[src/rtl/rand_source.sv]
// Draw-triggered 10-bit XNOR LFSR operand source for the magnitude comparator.
// Optional macro RAND_LOCKUP_GUARD_EN forces the all-ones lock-up state to zero.
module rand_source #(
    parameter int              WIDTH      = 10,
    parameter logic [WIDTH-1:0] SEED      = 10'h000,
    parameter int              MIX_CYCLES = 4
) (
    input  logic             clk,
    input  logic             reset,
    input  logic             draw,
    input  logic             seed_load,
    input  logic [WIDTH-1:0] seed_in,
    output logic [WIDTH-1:0] value,
    output logic             valid,
    output logic             busy
);

    typedef enum logic [1:0] {IDLE, MIX, READY} state_t;

    localparam logic [3:0] LAST = 4'(MIX_CYCLES - 1);

    state_t           state, state_n;
    logic [3:0]       cnt, cnt_n;
    logic [WIDTH-1:0] lfsr, lfsr_n;
    logic [WIDTH-1:0] value_n;
    logic             valid_n;
    logic             draw_prev;
    logic             rise;

    // Seeds pass through unchanged unless the lock-up guard is built in.
    function automatic logic [WIDTH-1:0] fix_seed(input logic [WIDTH-1:0] s);
`ifdef RAND_LOCKUP_GUARD_EN
        if (&s) return '0;
`endif
        return s;
    endfunction

    function automatic logic [WIDTH-1:0] step(input logic [WIDTH-1:0] s);
`ifdef RAND_LOCKUP_GUARD_EN
        if (&s) return '0;
`endif
        return {s[WIDTH-2:0], ~(s[9] ^ s[6])};
    endfunction

    assign rise = draw & ~draw_prev;

    always_comb begin
        state_n = state;
        cnt_n   = cnt;
        lfsr_n  = lfsr;
        value_n = value;
        valid_n = valid;
        if (seed_load) begin
            // A coincident draw edge is dropped along with any partial mix.
            lfsr_n  = fix_seed(seed_in);
            state_n = IDLE;
            cnt_n   = '0;
            valid_n = 1'b0;
        end else begin
            case (state)
                IDLE, READY: begin
                    if (rise) begin
                        state_n = MIX;
                        cnt_n   = '0;
                        valid_n = 1'b0;
                    end
                end
                MIX: begin
                    lfsr_n = step(lfsr);
                    cnt_n  = cnt + 4'd1;
                    if (cnt == LAST) begin
                        value_n = lfsr_n;
                        valid_n = 1'b1;
                        state_n = READY;
                        cnt_n   = '0;
                    end
                end
                default: state_n = IDLE;
            endcase
        end
    end

    always_ff @(posedge clk) begin
        if (reset) begin
            state     <= IDLE;
            cnt       <= '0;
            lfsr      <= fix_seed(SEED);
            value     <= '0;
            valid     <= 1'b0;
            busy      <= 1'b0;
            draw_prev <= 1'b0;
        end else begin
            state     <= state_n;
            cnt       <= cnt_n;
            lfsr      <= lfsr_n;
            value     <= value_n;
            valid     <= valid_n;
            busy      <= (state_n == MIX);
            draw_prev <= draw;
        end
    end

endmodule

[config.mk]
export PLATFORM = sky130hd
export DESIGN_NAME = rand_source
export DESIGN_NICKNAME = d
export VERILOG_FILES = /design/src/rtl/rand_source.sv
export SDC_FILE = /design/constraint.sdc
export NUM_CORES = 1
export LEC_CHECK = 0
export ABC_AREA = 1
export CORE_ASPECT_RATIO = 1.75
export CORE_MARGIN = 5
export CORE_UTILIZATION = 45
export DETAILED_ROUTE_END_ITERATION = 10
export HOLD_SLACK_MARGIN = 0.06
export PLACE_DENSITY = 0.71
export SLEW_MARGIN = 10
export SYNTH_ARGS = -nofsm -noshare
export SYNTH_HDL_FRONTEND = slang
export SYNTH_SLANG_ARGS = --single-unit
[constraint.sdc]
create_clock -name clk -period 1.6 [get_ports clk]
set_input_delay 0.16 -clock clk [delete_from_list [all_inputs] [get_ports clk]]
set_output_delay 0.16 -clock clk [all_outputs]
set_load 0.01 [all_outputs]
==> flow_summary.json <==
{
  "port_buffers": 25,
  "tightest_slew_ns": 0.368,
  "slew_viol_final": 0,
  "worst_ir_drop_vdd_mv": 0.591,
  "holdBufCountCts": 0,
  "netlist_top_cells_count": "nand2_1, dfxtp_1, a21oi_1, inv_1, nand3_1",
  "hold_viol": 0,
  "met1_length_um": 1130,
  "drtAntennaViolNets": 0,
  "fin_cells": 226,
  "clk_pin_slew_worst_paths_ns": 0.06,
  "top_layer": "met4",
  "cts_root_buffer": "clkbuf_8",
  "p_clk_share_pct": 37.8,
  "clk_latency_ns": 0.28,
  "place_congestion": 0.788,
  "holdPathStages": 2,
  "ys.flop_type": "dfxtp_1",
  "post-place-ws_ns": 0.107,
  "swShare_pct": 24.0,
  "power.internal_w": 0.00109,
  "tns_ns": 0,
  "grt_pass1_wl_um": 5180,
  "dpl-instance-area_mm2": 0.00157,
  "clkSinkCount": 29,
  "cts_resized": 0,
  "period_share_pct": 85.5,
  "power_frac_comb_pct": 9.6,
  "cellPowerDensity_mw_per_mm2": 870,
  "overflow": 0,
  "synth_compound_area_share_pct": 13.3,
  "met3_length_um": 182,
  "grt_usage_pct": 16.7,
  "grt_pass1_vias": 1233,
  "synth_cell_types": 22,
  "drcViolationCount": 0,
  "rows": 25,
  "switchingPower_w": 0.000343,
  "io_pins": 26,
  "die_area_mm2": 0.00410,
  "hold_path.class": "reg -> reg",
  "avgSynthCellArea_um2": 7.64,
  "fin_worst_skew_ns": 0.00486,
  "cts_tree": "yes",
  "antenna_found_initial": 0,
  "ys_ff_latch": 29,
  "nNetsFinal": 215,
  "synthXorXnorAreaFrac_pct": 0.674,
  "cp.arrival_ns": 1.57,
  "synth-seq-area-share_pct": 44.7,
  "cp_data_required_time_ns": 1.80,
  "dp_cells": 220,
  "synth-async-reset-ratio_pct": 0,
  "synthMuxAreaShare_pct": 0,
  "wirelength_um": 3160,
  "routedWlPerCell_um": 14.0,
  "crit_type": "reg -> reg",
  "core-area_mm2": 0.00275,
  "syn_to_final_growth_pct": 26.4,
  "fin_crit_ns": 1.37,
  "synthAdderAreaFrac_pct": 0.963,
  "fin_area_mm2": 0.00164,
  "first_pass_iters": 4,
  "clockBufferDepth": 2,
  "synth_area_leader_cell": "dfxtp_1",
  "reg2reg_depth": 5,
  "die_w_um": 50.6,
  "max_cap_viol_count": 0,
  "cts_buffers": 5,
  "yosys.cell_count.top_type": "nand2_1",
  "wl_met2_um": 1770,
  "cp_max_fo": 10,
  "grt_start_max_net_pins": 17,
  "drt-initial-drc-count": 23,
  "setup_viol": 0,
  "routed-via-count": 1211,
  "synth-edff-count": 0,
  "start_kind": "register",
  "synth_simple_gate_area_share_pct": 32.0,
  "h-tree-depth": 2,
  "p_leak_nw": 0.621,
  "rsz0062_at_grt": "no",
  "cts_setup_buffers": 0,
  "viasPerCell": 5.36,
  "synth_area_leaders": "dfxtp_1, nand2_1, a21oi_1, inv_1, nand3_1",
  "die_y_um": 81.1,
  "synth_top_family_by_area": "simple AND/OR/NAND/NOR gates",
  "netlist_area_mm2": 0.00130,
  "slew_headroom_pct": 75.5,
  "drive_above_1_share_pct": 9.55,
  "fmax_ghz": 0.731,
  "syn-num-nets": 185,
  "num_antenna_cells": 0,
  "synth_warnings": 0,
  "end_kind": "register",
  "final.setup.worst_slack_ns": 0.233,
  "synth_top_area_share_pct": 44.7,
  "synthCells": 170,
  "start_util_pct": 47.2,
  "seqPwrFrac_pct": 52.6,
  "dp_hpwl_um": 2330,
  "outcome": "completed"
}
==> cell families (layout without fill, tap and decap cells) <==
family | after synthesis | in the layout
compound gates | 32 | 32
buf+inv | 24 | 53
fa+ha+maj | 1 | 1
xor+xnor | 1 | 1
simple gates | 83 | 83
flops | 29 | 29
==> flip-flops by register name, indices dropped and copies added (netlist names) <==
register	count
cnt	4
value	10
busy	1
valid	1
draw_prev	1
state	2
lfsr	10
==> layout make-up <==
class | count | area (µm²)
multi-input combinational | 117 | 609
clock buffer | 5 | 68.8
sequential | 29 | 581
timing repair buffer | 28 | 273
fill | 275 | 1110
clock inverter | 1 | 5.00
inverter | 19 | 71.3
tap | 27 | 33.8
==> worst max-delay path, cell delays in order (launching register included) <==
cell and delay [ns]:
dfxtp_1 0.40, ha_1 0.34, nand2_4 0.13, nor2_8 0.18, nand2_1 0.07, a21oi_1 0.16
==> cells in the final DEF, fill, tap and decap left out, drive strengths merged <==
cell type      netlist  routed
nand2               52      52
dfxtp               29      29
clkdlybuf4s50        0      25
a21oi               21      21
inv                 19      19
nor2                16      16
nand3               12      12
a31oi                8       8
clkbuf               2       5
buf                  3       3
o21ai                2       2
nand4                2       2
xor2                 1       1
nand3b               1       1
a22oi                1       1
ha                   1       1
clkinv               0       1
==> worst paths after layout <==
path	start	endpoint	slack, ns
min reg2reg	value[0]$_SDFFE_PP0P_	value[0]$_SDFFE_PP0P_	0.46
min	value[0]$_SDFFE_PP0P_	value[0]$_SDFFE_PP0P_	0.46
max reg2reg	cnt[0]$_SDFFE_PP0P_	value[5]$_SDFFE_PP0P_	0.23
max	cnt[0]$_SDFFE_PP0P_	value[5]$_SDFFE_PP0P_	0.23
==> per-layer routing <==
| layer | vias to the layer above | global-route usage (%) |
|---|---|---|
| li1 | 607 | - |
| met1 | 563 | 15.5 |
| met2 | 32 | 31.5 |
| met3 | 9 | 5.50 |
| met4 | 0 | 7.93 |
| met5 | - | 0 |
==> through the flow <==
stage          power (W)  utilization [%]  hold slack (ns)
6_report         0.00143             59.6            0.463
3_5_place_dp    0.000905             57.0            0.455
4_1_cts          0.00144             59.6            0.460
3_3_place_gp    0.000901             57.0            0.451
5_1_grt          0.00149             59.6            0.469
2_1_floorplan   0.000846                -            0.267
==> power groups by stage <==
| stage | Sequential (W) | Clock (W) | Combinational (W) |
|---|---|---|---|
| 2_1_floorplan | 0.000766 | 0 | 0.0000800 |
| 3_3_place_gp | 0.000767 | 0 | 0.000134 |
| 3_5_place_dp | 0.000768 | 0 | 0.000137 |
| 4_1_cts | 0.000752 | 0.000551 | 0.000137 |
| 5_1_grt | 0.000754 | 0.000587 | 0.000151 |
| 6_report | 0.000752 | 0.000540 | 0.000137 |
No activity file was read; power rests on OpenSTA's default activity.
